File: src/rtl/instruction_fetch.sv
// instruction_fetch: owns the PC, issues word addresses to a synchronous-read imem, presents instr/pc/opCode to decode.
// Latency: startProcess at edge N -> first valid instruction in cycle N+1; redirect costs one bubble cycle.
// Backpressure: stall holds pc/instr (the presented word is captured in holdReg); redirect overrides stall.
// Ports: clk/rstN (sync, active-low); startProcess/endProcess sequencing; stall; redirect/redirectPC;
//        imemAddr/imemRdata memory side; instr, opCode, pc, pcPlus4, instrValid, misaligned to decode.
// Optional: define IF_FETCH_COUNT_EN to add the fetchCount output (valid, unstalled, non-redirected cycles).
module instruction_fetch #(
  parameter int                  PC_WIDTH = 32,
  parameter logic [PC_WIDTH-1:0] RESET_PC = '0
) (
  input  logic                clk,
  input  logic                rstN,
  input  logic                startProcess,
  input  logic                endProcess,
  input  logic                stall,
  input  logic                redirect,
  input  logic [PC_WIDTH-1:0] redirectPC,
  output logic [PC_WIDTH-1:0] imemAddr,
  input  logic [31:0]         imemRdata,
  output logic [31:0]         instr,
  output logic [6:0]          opCode,
  output logic [PC_WIDTH-1:0] pc,
  output logic [PC_WIDTH-1:0] pcPlus4,
  output logic                instrValid,
  output logic                misaligned
`ifdef IF_FETCH_COUNT_EN
  ,
  output logic [31:0]         fetchCount
`endif
);

  localparam logic [PC_WIDTH-1:0] PC_STEP = PC_WIDTH'(4);

  typedef enum logic [1:0] {
    S_IDLE  = 2'd0,
    S_FETCH = 2'd1,
    S_HALT  = 2'd2
  } state_t;

  state_t              state;
  state_t              next_state;
  logic [PC_WIDTH-1:0] pcF;      // next address to issue
  logic [PC_WIDTH-1:0] pcD;      // address of the word being presented
  logic                validD;
  logic [31:0]         holdReg;
  logic                holding;
  logic                bad_target;

  assign bad_target = redirect && (redirectPC[1:0] != 2'b00);

  // State register
  always_ff @(posedge clk) begin
    if (!rstN) begin
      state <= S_IDLE;
    end else begin
      state <= next_state;
    end
  end

  // Next-state logic
  always_comb begin
    next_state = state;
    case (state)
      S_IDLE:  if (startProcess) next_state = S_FETCH;
      S_FETCH: if (endProcess || bad_target) next_state = S_HALT;
      S_HALT:  next_state = S_HALT;
      default: next_state = S_IDLE;
    endcase
  end

  // Fetch datapath
  always_ff @(posedge clk) begin
    if (!rstN) begin
      pcF        <= RESET_PC;
      pcD        <= RESET_PC;
      validD     <= 1'b0;
      holding    <= 1'b0;
      holdReg    <= 32'h0;
      misaligned <= 1'b0;
    end else begin
      case (state)
        S_IDLE: begin
          // The start edge issues the first sequential step so RESET_PC is
          // presented (with its memory word) on the very next cycle.
          if (startProcess) begin
            pcD     <= pcF;
            pcF     <= pcF + PC_STEP;
            validD  <= 1'b1;
            holding <= 1'b0;
          end
        end
        S_FETCH: begin
          if (endProcess) begin
            validD <= 1'b0;
          end else if (bad_target) begin
            misaligned <= 1'b1;
            validD     <= 1'b0;
          end else if (redirect) begin
            // Squash the word already in flight; pcD is left as-is since
            // nothing valid is presented until the target arrives.
            pcF     <= redirectPC;
            validD  <= 1'b0;
            holding <= 1'b0;
          end else if (stall) begin
            // Memory keeps reading pcF (the following word), so the
            // presented word must be captured on the first stalled edge.
            if (!holding) begin
              holdReg <= imemRdata;
              holding <= 1'b1;
            end
          end else begin
            pcD     <= pcF;
            pcF     <= pcF + PC_STEP;
            validD  <= 1'b1;
            holding <= 1'b0;
          end
        end
        S_HALT: begin
          validD <= 1'b0;
        end
        default: begin
          validD <= 1'b0;
        end
      endcase
    end
  end

`ifdef IF_FETCH_COUNT_EN
  always_ff @(posedge clk) begin
    if (!rstN) begin
      fetchCount <= 32'h0;
    end else if ((state == S_FETCH) && validD && !stall && !redirect) begin
      fetchCount <= fetchCount + 32'd1;
    end
  end
`endif

  // Outputs
  always_comb begin
    imemAddr   = pcF;
    pc         = pcD;
    pcPlus4    = pcD + PC_STEP;
    instrValid = validD;
    instr      = holding ? holdReg : imemRdata;
    opCode     = instr[6:0];
  end

endmodule

File: config.mk
export PLATFORM = sky130hd
export DESIGN_NAME = instruction_fetch
export DESIGN_NICKNAME = d
export VERILOG_FILES = /design/src/rtl/instruction_fetch.sv
export SDC_FILE = /design/constraint.sdc
export NUM_CORES = 1
export LEC_CHECK = 0
export CAP_MARGIN = 0
export CORE_ASPECT_RATIO = 1.4
export CORE_MARGIN = 8
export CORE_UTILIZATION = 49
export DETAILED_ROUTE_END_ITERATION = 10
export PLACE_DENSITY = 0.95
export SLEW_MARGIN = 20
export SYNTH_ARGS = -nofsm -noshare
export SYNTH_HDL_FRONTEND = slang
export SYNTH_SLANG_ARGS = --single-unit
File: constraint.sdc
create_clock -name clk -period 6 [get_ports clk]
set_clock_uncertainty 0.2 [all_clocks]
set_input_delay 0.9 -clock clk [delete_from_list [all_inputs] [get_ports clk]]
set_output_delay 0.9 -clock clk [all_outputs]
set_load 0.01 [all_outputs]
==> results.yml <==
synth:
  synth-compound-area-share: 0.178
  syn-cell-area_mm2: 0.00562
  synth.yosys.seq_area_share: 0.360
  synthSimpleGateAreaFrac: 0.228
  ys_seq_elements: 101
  yosys.area_share.adder: 0.0111
  synth_edf_count: 0
  synthesis.nets: 704
  synth_top_family_by_area: "simple AND/OR/NAND/NOR gates"
  netlist_instances: 629
  avgSynthCellArea_um2: 8.94
  yosys_warnings: 0
  synth.area.mux_share: 0.119
  ys.flop_type: "dfxtp_1"
  async_flop_share: 0
  synth-xor-area-share: 0.0452
  synth_cell_types: 54
clock_tree:
  hold_buffers: 0
  htreeDepth: 3
  clock_path_buffers: 2
  cts.sinks: 101
  cts.clk_slew.worst_paths_ps: 70
  clkLatencyLatePin_ps: 350
  post_cts_resize_count: 0
  cts_made_buffers: 9
  clock-root-buffer: "clkbuf_16"
  cts_tree: "yes"
  post_cts_buffers: 0
worst_hold_path:
  min_path_cells: 1
  hold_path_class: "flop to flop"
timing:
  post-route-min-period_ps: 3980
  setup_viol: 0
  timing.fmax_mhz: 252
  whs_ps: 261
  hold_violations: 0
  fin_tns_setup_ps: 0
  max_slew_margin: 0.337
  rsz0062_at_grt: "no"
  slew_violations: 0
  fin_crit_sh: 0.663
  tightest_slew_ps: 991
global_route:
  antenna_found_initial: 0
  grt_max_degree: 83
  first_global_vias: 5664
  gr-total-overflow: 0
  grt_usage: 0.232
  grt_pass1_wl_mm: 28.8
final_layout:
  final_common_cell: "clkdlybuf4s50_1"
  nNetsFinal: 872
  antennaDiodeCount: 0
  n_fill_cell: 830
  drive_gt1_frac: 0.0761
  utilization: 0.704
  final_cell_mix: "clkdlybuf4s50_1 (205), dfxtp_1 (101), nand2_1 (38), nand2b_1 (34), nor2b_1 (33)"
  area_delta_synth_final_pct: 41.3
  multi_input_area_mm2: 0.00328
  register_area_mm2: 0.00202
worst_setup_path:
  reg2reg_depth: 7
  worstSetupEndpoint: "pcPlus4[31]"
  rr_endpoint: "pc[8]$_SDFFE_PN0P_"
  r2r_start: "state[1]$_SDFFE_PN0P_"
  cp.required_ps: 4900
  arrival_ps: 2880
  worstPathMaxFanout: 8
  rrSetupSlack_ps: 2990
  crit_path_start_kind: "flop"
  startpoint: "pc[4]$_SDFFE_PN0P_"
  critPathKind: "flop to output pin"
  worst_setup_path_end_kind: "output pin"
power:
  p_sw_mw: 0.918
  combPwrFrac: 0.429
  irDropWorstVdd_uv: 297
  p_int_mw: 1.61
  clockPowerShare: 0.241
  seqPwrFrac: 0.329
  sw_frac_of_total: 0.363
  power.density_mw_per_mm2: 319
  p_leak_nw: 3.20
floorplan:
  core_area_mm2: 0.0113
  start_util: 0.498
  die_w_um: 107
  die_area_mm2: 0.0152
  placementRows: 46
  ioPinCount: 207
  fp.dieH_um: 143
drt:
  routed_wl_mm: 18.2
  drt_iter0_drc: 256
  dr.pass1.iters: 5
  vias: 5624
  drtAntennaViolNets: 0
  drt-wirelength-per-cell_um: 19.3
  drc: 0
  routed_via_density: 5.95
place:
  place_congestion: 0.893
  port_buffers: 206
  dp_hpwl_mm: 13.6
run:
  cap_viol_max_count: 0
status:
  outcome: "finished, final reports clean"
area by class of cell:
cell class,count,area share
flip-flops and latches,101,0.255
multi-input cells,458,0.413
clock buffers,12,0.0323
inverters,17,0.00803
clock inverters,4,0.00693
repair buffers,210,0.263
well taps,144,0.0227
power by group through the flow:
stage | sequential [mW] | combinational [mW] | clock, mW
global route | 0.843 | 1.16 | 0.645
detailed placement | 0.844 | 1.08 | 0
CTS | 0.830 | 1.09 | 0.619
floorplan | 0.836 | 0.699 | 0
global placement | 0.836 | 1.04 | 0
finish | 0.834 | 1.09 | 0.611
sequential cells by signal, summed over array words and instances (netlist names):
name	cells
holdReg	32
imemAddr	32
pc	32
misaligned	1
holding	1
state	2
instrValid	1
per-stage QoR:
step	setup slack (ps)	cell area, um2	std cells	power, mW
after CTS	2020	7940	946	2.54
after detailed placement	2120	7630	930	1.92
after global routing	1920	7940	946	2.65
after global placement	2250	7630	930	1.87
after floorplan	3190	5620	629	1.54
final	2020	7940	946	2.53
synthesized netlist by cell type (14+ instances only):
| master | number | share of area |
|---|---|---|
| o21ai_0 | 17 | 0.015 |
| o211a_1 | 32 | 0.057 |
| nand3_1 | 24 | 0.021 |
| a21oi_1 | 20 | 0.018 |
| inv_1 | 17 | 0.011 |
| mux2i_1 | 31 | 0.055 |
| and3_1 | 14 | 0.016 |
| dfxtp_1 | 101 | 0.36 |
| nand2b_1 | 34 | 0.038 |
| nand4_1 | 22 | 0.024 |
| clkbuf_1 | 27 | 0.018 |
| nor2b_1 | 33 | 0.037 |
| xnor2_1 | 22 | 0.034 |
| nand2_1 | 39 | 0.026 |
| mux2_2 | 32 | 0.064 |
| nor2_1 | 22 | 0.015 |
cells by family (layout without fill, tap and decap cells):
kind of cell,after synthesis,after routing
AO/OA/AOI/OAI,131,131
XOR/XNOR,29,29
flip-flops,101,101
multiplexers,63,63
AND/OR/NAND/NOR,230,230
adder cells (fa/ha/maj),5,5
buffers and inverters,70,243
worst max-delay path, stage by stage, from the launching register on:
cell and delay (ps):
dfxtp_1 470, and4_1 370, nand4_1 190, nor3_2 540, nand4_1 230, xnor2_1 180, clkdlybuf4s50_1 560
per-layer routing:
metal	vias to the layer above	GRT usage	share of wire
met5	-	0	0
met4	0	0.120	0.035
met3	53	0.0591	0.086
met2	333	0.418	0.52
met1	2636	0.243	0.36
li1	2602	-	-
worst min path at each step:
stage / from / to / slack (ps)
finish: imemAddr[1]$_SDFFE_PN0P_ / imemAddr[1]$_SDFFE_PN0P_ / 260
global placement: misaligned$_SDFFE_PN0P_ / misaligned$_SDFFE_PN0P_ / 250
global route: imemAddr[1]$_SDFFE_PN0P_ / imemAddr[1]$_SDFFE_PN0P_ / 270
CTS: imemAddr[1]$_SDFFE_PN0P_ / imemAddr[1]$_SDFFE_PN0P_ / 260
detailed placement: imemAddr[1]$_SDFFE_PN0P_ / imemAddr[1]$_SDFFE_PN0P_ / 250
floorplan: holdReg[3]$_SDFFE_PN0P_ / holdReg[3]$_SDFFE_PN0P_ / 270
(Power assumes the default switching activity.)
